<file path="config.mk">
export PLATFORM = sky130hd
export DESIGN_NAME = buzz_tone_gen
export DESIGN_NICKNAME = d
export VERILOG_FILES = /design/src/rtl/buzz_pkg.sv /design/src/rtl/buzz_tone_gen_tick_prescaler.sv /design/src/rtl/buzz_tone_gen.sv
export SDC_FILE = /design/constraint.sdc
export NUM_CORES = 1
export LEC_CHECK = 0
export CORE_MARGIN = 1
export CORE_UTILIZATION = 42
export DETAILED_ROUTE_END_ITERATION = 16
export GPL_TIMING_DRIVEN = 0
export PLACE_DENSITY = 0.58
export RECOVER_POWER = 100
export SETUP_SLACK_MARGIN = 0.4
export SYNTH_ARGS = -nofsm -noshare
export SYNTH_HDL_FRONTEND = slang
export SYNTH_SLANG_ARGS = --single-unit
</file>
<file path="constraint.sdc">
create_clock -name Clock -period 3.67 [get_ports Clock]
set_input_delay 0.5505 -clock Clock [delete_from_list [all_inputs] [get_ports Clock]]
set_output_delay 0.5505 -clock Clock [all_outputs]
set_load 0.1 [all_outputs]
</file>
<file path="src/rtl/buzz_pkg.sv">
// Shared definitions for the buzzer tone generator: note table, command fields, states.
package buzz_pkg;

    localparam int unsigned NOTE_MSB = 7;
    localparam int unsigned NOTE_LSB = 4;
    localparam int unsigned DUR_MSB  = 3;
    localparam int unsigned DUR_LSB  = 0;
    localparam int unsigned HP_W     = 16;

    // Half-period in 50 MHz cycles, round(25e6/f); index 0 is the rest slot
    localparam logic [HP_W-1:0] NOTE_HP [0:15] = '{
        16'd0,     16'd47778, 16'd45097, 16'd42566,
        16'd40177, 16'd37922, 16'd35793, 16'd33784,
        16'd31888, 16'd30098, 16'd28409, 16'd26815,
        16'd25310, 16'd23889, 16'd22548, 16'd21283
    };

    typedef enum logic [1:0] {
        IDLE = 2'd0,
        PLAY = 2'd1,
        GAP  = 2'd2
    } state_e;

    // Scaled half-period, never below one cycle so the toggle logic always advances
    function automatic logic [HP_W-1:0] note_hp(input logic [3:0] idx, input int unsigned shift);
        logic [HP_W-1:0] hp;
        hp = NOTE_HP[idx] >> shift;
        if (hp == '0) begin
            hp = HP_W'(1);
        end
        return hp;
    endfunction

endpackage

</file>
<file path="src/rtl/buzz_tone_gen_tick_prescaler.sv">
// Free-running divider producing a one-cycle tick every TICK_DIV cycles; clear restarts the count.
module tick_prescaler #(
    parameter int unsigned TICK_DIV = 50000
) (
    input  logic Clock,
    input  logic Reset,
    input  logic clear,
    output logic tick_c
);

    localparam int unsigned PW = (TICK_DIV > 1) ? $clog2(TICK_DIV) : 1;
    localparam logic [PW-1:0] LAST = PW'(TICK_DIV - 1);

    logic [PW-1:0] cnt;

    always_ff @(posedge Clock) begin
        if (Reset || clear) begin
            cnt <= '0;
        end else if (cnt == LAST) begin
            cnt <= '0;
        end else begin
            cnt <= cnt + PW'(1);
        end
    end

    assign tick_c = (cnt == LAST);

endmodule

</file>
<file path="src/rtl/buzz_tone_gen.sv">
// Buzzer tone generator: plays note/duration commands with a one-deep pending slot.
// Define BUZZ_GAP_EN to insert GAP_TICKS of silence after every note.
module buzz_tone_gen
    import buzz_pkg::*;
#(
    parameter int unsigned TICK_DIV   = 50000,
    parameter int unsigned UNIT_TICKS = 50,
    parameter int unsigned GAP_TICKS  = 10,
    parameter int unsigned NOTE_SHIFT = 0
) (
    input  logic       Clock,
    input  logic       Reset,
    input  logic       wr,
    input  logic [7:0] din,
    output logic       busy,
    output logic       done,
    output logic       Buzz
);

    localparam int unsigned DW = $clog2(15 * UNIT_TICKS + 1);

    localparam logic [1:0] ST_IDLE = 2'(IDLE);
    localparam logic [1:0] ST_PLAY = 2'(PLAY);
`ifdef BUZZ_GAP_EN
    localparam logic [1:0] ST_GAP  = 2'(GAP);
`endif

    // The gap reuses the duration counter, so its length must fit there
    if (TICK_DIV == 0 || UNIT_TICKS == 0 || GAP_TICKS > 15 * UNIT_TICKS) begin : g_bad_cfg
        $error("buzz_tone_gen: unsupported TICK_DIV/UNIT_TICKS/GAP_TICKS");
    end
`ifdef BUZZ_GAP_EN
    if (GAP_TICKS == 0) begin : g_bad_gap
        $error("buzz_tone_gen: GAP_TICKS must be nonzero with the gap enabled");
    end
`endif

    logic [1:0]      state, state_nx;
    logic            pend_vld, pend_vld_nx;
    logic [7:0]      pend_cmd, pend_cmd_nx;
    logic [DW-1:0]   dur_cnt, dur_nx;
    logic [DW-1:0]   dur_last, dur_last_nx;
    logic [HP_W-1:0] hp, hp_nx;
    logic [HP_W-1:0] hp_cnt, hp_cnt_nx;
    logic            rest, rest_nx;
    logic            buzz_nx, done_nx, busy_nx;
    logic            clear_c, tick_c;
    logic            take_next, load;
    logic [7:0]      load_cmd;
    logic            wr_cmd, wr_abort;

    assign wr_cmd   = wr && (din[DUR_MSB:DUR_LSB] != 4'd0);
    assign wr_abort = wr && (din[DUR_MSB:DUR_LSB] == 4'd0);

    tick_prescaler #(
        .TICK_DIV (TICK_DIV)
    ) u_prescaler (
        .Clock  (Clock),
        .Reset  (Reset),
        .clear  (clear_c),
        .tick_c (tick_c)
    );

    // Next-state and output decode
    always_comb begin
        state_nx    = state;
        pend_vld_nx = pend_vld;
        pend_cmd_nx = pend_cmd;
        dur_nx      = dur_cnt;
        dur_last_nx = dur_last;
        hp_nx       = hp;
        hp_cnt_nx   = hp_cnt;
        rest_nx     = rest;
        buzz_nx     = Buzz;
        done_nx     = 1'b0;
        clear_c     = 1'b0;
        take_next   = 1'b0;
        load        = 1'b0;
        load_cmd    = pend_cmd;

        case (state)
            ST_IDLE: begin
                clear_c   = 1'b1;
                buzz_nx   = 1'b0;
                take_next = 1'b1;
            end
            ST_PLAY: begin
                if (wr_cmd) begin
                    pend_vld_nx = 1'b1;
                    pend_cmd_nx = din;
                end
                if (tick_c && (dur_cnt == dur_last)) begin
                    buzz_nx = 1'b0;
                    done_nx = 1'b1;
                    dur_nx  = '0;
`ifdef BUZZ_GAP_EN
                    state_nx    = ST_GAP;
                    dur_last_nx = DW'(GAP_TICKS - 1);
`else
                    state_nx    = ST_IDLE;
`endif
                end else begin
                    if (tick_c) begin
                        dur_nx = dur_cnt + DW'(1);
                    end
                    if (hp_cnt == hp - HP_W'(1)) begin
                        hp_cnt_nx = '0;
                        buzz_nx   = !rest && !Buzz;
                    end else begin
                        hp_cnt_nx = hp_cnt + HP_W'(1);
                    end
                end
            end
`ifdef BUZZ_GAP_EN
            ST_GAP: begin
                buzz_nx = 1'b0;
                if (wr_cmd) begin
                    pend_vld_nx = 1'b1;
                    pend_cmd_nx = din;
                end
                if (tick_c) begin
                    if (dur_cnt == dur_last) begin
                        take_next = 1'b1;
                    end else begin
                        dur_nx = dur_cnt + DW'(1);
                    end
                end
            end
`endif
            default: begin
                state_nx = ST_IDLE;
            end
        endcase

        // Pending slot wins; a same-cycle write then refills it
        if (take_next) begin
            if (pend_vld) begin
                load        = 1'b1;
                load_cmd    = pend_cmd;
                pend_vld_nx = wr_cmd;
                pend_cmd_nx = wr_cmd ? din : pend_cmd;
            end else if (wr_cmd) begin
                load        = 1'b1;
                load_cmd    = din;
                pend_vld_nx = 1'b0;
            end else begin
                state_nx = ST_IDLE;
            end
        end

        if (load) begin
            state_nx    = ST_PLAY;
            clear_c     = 1'b1;
            dur_nx      = '0;
            dur_last_nx = DW'(32'(load_cmd[DUR_MSB:DUR_LSB]) * UNIT_TICKS - 32'd1);
            hp_nx       = note_hp(load_cmd[NOTE_MSB:NOTE_LSB], NOTE_SHIFT);
            hp_cnt_nx   = '0;
            rest_nx     = (load_cmd[NOTE_MSB:NOTE_LSB] == 4'd0);
            buzz_nx     = (load_cmd[NOTE_MSB:NOTE_LSB] != 4'd0);
        end

        if (wr_abort) begin
            state_nx    = ST_IDLE;
            pend_vld_nx = 1'b0;
            buzz_nx     = 1'b0;
            done_nx     = 1'b0;
            clear_c     = 1'b1;
            dur_nx      = '0;
            hp_cnt_nx   = '0;
        end

        busy_nx = (state_nx != ST_IDLE) || pend_vld_nx;
    end

    always_ff @(posedge Clock) begin
        if (Reset) begin
            state    <= ST_IDLE;
            pend_vld <= 1'b0;
            pend_cmd <= '0;
            dur_cnt  <= '0;
            dur_last <= '0;
            hp       <= HP_W'(1);
            hp_cnt   <= '0;
            rest     <= 1'b1;
            Buzz     <= 1'b0;
            done     <= 1'b0;
            busy     <= 1'b0;
        end else begin
            state    <= state_nx;
            pend_vld <= pend_vld_nx;
            pend_cmd <= pend_cmd_nx;
            dur_cnt  <= dur_nx;
            dur_last <= dur_last_nx;
            hp       <= hp_nx;
            hp_cnt   <= hp_cnt_nx;
            rest     <= rest_nx;
            Buzz     <= buzz_nx;
            done     <= done_nx;
            busy     <= busy_nx;
        end
    end

endmodule
</file>
==> impl_metrics.tcl <==
set metrics [dict create \
    synth_area_um2 5055 \
    maxCapViolations 0 \
    drive_above_1_share 0.1014 \
    p_leak_nw 2.273 \
    ant_nets 0 \
    fin_cells 804 \
    hold_viol 0 \
    nNetsFinal 691 \
    drtIter0Drc 149 \
    hold_path_class "flop to flop" \
    numPlacedInstances 770 \
    io_pins 14 \
    crit_type "primary input to flop" \
    outcome "finished, final reports clean" \
    vdd.ir_drop.worst_uv 212.2 \
    clkTransAtPathRegs_ns 0.06 \
    synth_ff_type "dfxtp_1" \
    cts-root-buf "clkbuf_16" \
    coreArea_um2 11560 \
    cts_buffer_depth 2 \
    ys_types 60 \
    drc_errors 0 \
    antenna_found_initial 0 \
    globalplace.congestion 0.8866 \
    routed_wl_um 12100 \
    fmax_mhz 294.4 \
    pre_cts_ws_ns -0.8198 \
    grt_first_pass_wirelength_um 20560 \
    cts_max_level 3 \
    critPathArrivalTime_ns 3.61 \
    start_util 0.4371 \
    clkSinkCount 83 \
    timing.hold.ws_ns 0.4403 \
    num_vias 4375 \
    io_buffer_count 10 \
    worstMarginPinSlew_ns 1.040 \
    post-route-worst-setup-slack_ns 0.2727 \
    p_total_mw 2.214 \
    routed_via_density 5.442 \
    yosysSeqAreaShare 0.3287 \
    dieArea_um2 12480 \
    setup_viol 0 \
    rsz0062_at_grt "yes" \
    power_density_nw_per_um2 376.0 \
    synth_warnings 0 \
    ys_async_sr_fraction 0 \
    synth_cells 617 \
    die_h_um 111.7 \
    cts-buffers-inserted 9 \
    postSynthAreaPerCell_um2 8.193 \
    dr.pass1.iters 5 \
    finClkSkew_ns 0.005600 \
    num_rows 39 \
    synth-seq-cells 83 \
    syn_nets 652 \
    clkLatencyLatePin_ns 0.35 \
    max-slew-margin-rel 0.3041 \
    finalSetupTns_ns 0 \
    grt_max_degree 16 \
    critical_path_required_ns 3.88 \
    grt_pass1_vias 4279 \
    die_x_um 111.7 \
    cts_tree "done" \
    layout_common_cells "nor2_1, dfxtp_1, xor2_1" \
    endpoint_kind "flop" \
    drv_slew 0 \
    min_period_over_period 0.9257 \
    grt_overflow 0 \
    critPathMaxFanout 5 \
    start_kind "primary input" \
    synth_edf_count 0 \
    diodes 0 \
    syn2layout_area_growth_pct 16.51 \
    dp_hpwl_um 8931 \
    final_common_cell "nor2_1" \
    track_usage 0.2041 \
    finalCriticalPeriod_ns 3.397 \
    avgRoutedWirePerCell_um 15.05 \
]
==> synthesized netlist by cell type (2+ instances only) <==
cell	instances	area, µm²
a211oi_1	10	75.07
a21o_1	2	15.01
a21oi_1	23	115.1
a311oi_1	2	17.52
a31oi_1	7	43.79
and2_1	2	12.51
and3_1	13	81.33
and4_1	3	26.28
buf_2	4	20.02
clkbuf_1	31	116.4
dfxtp_1	83	1662
ha_1	23	287.8
inv_1	18	67.56
mux2_2	6	67.56
mux2i_1	16	160.2
nand2_1	39	146.4
nand2b_1	7	43.79
nand3_1	26	130.1
nand3b_1	4	30.03
nand4_1	13	81.33
nand4b_1	3	26.28
nor2_1	93	349.1
nor2b_1	3	18.77
nor3_1	34	170.2
nor3b_1	4	30.03
nor4_1	7	43.79
o211ai_1	7	52.55
o21a_1	2	15.01
o21ai_0	15	75.07
o221ai_1	3	26.28
o311ai_0	3	26.28
o41ai_1	3	26.28
or3_1	3	18.77
or3b_1	2	17.52
or4_1	3	22.52
or4b_2	2	20.02
xnor2_1	34	297.8
xor2_1	42	367.9
==> repair_timing <==
action,CTS,global route
pin swaps,9,4
hold buffers,0,0
endpoints found under the setup margin,17,14
setup buffers,13,5
resized for setup,41,6
==> metal layers <==
metal / vias up / track usage / routed length (µm)
met1: 2044 / 0.2561 / 5759
met3: 19 / 0.05063 / 381
met4: 0 / 0.07117 / 271
met2: 69 / 0.3400 / 5689
li1: 2243 / - / -
met5: - / 0 / 0
==> registers in the layout, indices dropped and copies added (netlist names) <==
signal	count
hp_cnt	16
u_prescaler.cnt	16
state	2
pend_cmd	8
Buzz	1
rest	1
dur_last	10
dur_cnt	10
busy	1
done	1
hp	16
pend_vld	1
==> final timing paths <==
path	from	end	slack, ns	cells past startpoint
min	u_prescaler.cnt[0]$_SDFF_PP0_	u_prescaler.cnt[0]$_SDFF_PP0_	0.44	1
min reg2reg	u_prescaler.cnt[0]$_SDFF_PP0_	u_prescaler.cnt[0]$_SDFF_PP0_	0.44	1
max	din[0]	dur_last[9]$_SDFFE_PP0P_	0.27	14
max reg2reg	state[1]$_SDFF_PP0_	dur_last[9]$_SDFFE_PP0P_	0.30	12
==> final cells by class <==
class / count / area [µm²]
fill: 1128 / 5675
multi-input combinational: 478 / 3267
sequential: 83 / 1663
timing repair buffer: 28 / 249.0
clock buffer: 9 / 225.2
buffer: 38 / 183.9
tap: 143 / 178.9
inverter: 18 / 70.07
clock inverter: 7 / 52.55
==> stage by stage <==
stage / instance area [µm²] / utilization
after floorplan: 5146 / -
after detailed placement: 5425 / 0.4691
final: 5889 / 0.5093
after CTS: 5864 / 0.5071
after global placement: 5425 / 0.4691
after global routing: 5889 / 0.5093
==> logic make-up (layout without fill, tap and decap cells) <==
group,after synthesis,count (layout),share of synthesized area
flip-flops,83,83,0.3287
AND/OR/NAND/NOR,265,265,0.2602
adder cells (fa/ha/maj),24,24,0.06089
multiplexers,23,23,0.04950
AO/OA/AOI/OAI,89,89,0.1220
buffers and inverters,56,100,0.04628
XOR/XNOR,76,76,0.1317
other,1,1,0.0007419
==> report_power, final <==
group / total [mW] / internal (mW) / switching (mW) / leakage [nW]
clock network: 0.850 / 0.461 / 0.389 / 0.136
logic: 0.410 / 0.176 / 0.234 / 1.46
registers: 0.954 / 0.928 / 0.0256 / 0.673
total: 2.21 / 1.57 / 0.649 / 2.27
==> critical path, stage by stage <==
cell	delay, ns
buf_8	0.08
o41ai_4	0.08
or4_4	0.54
buf_6	0.14
buf_12	0.13
mux2_1	0.39
inv_4	0.09
ha_4	0.21
ha_4	0.16
fa_2	0.46
nor4_4	0.31
nor3b_2	0.23
xnor2_1	0.15
a211oi_1	0.09
Power figures use the tool's default switching activity.
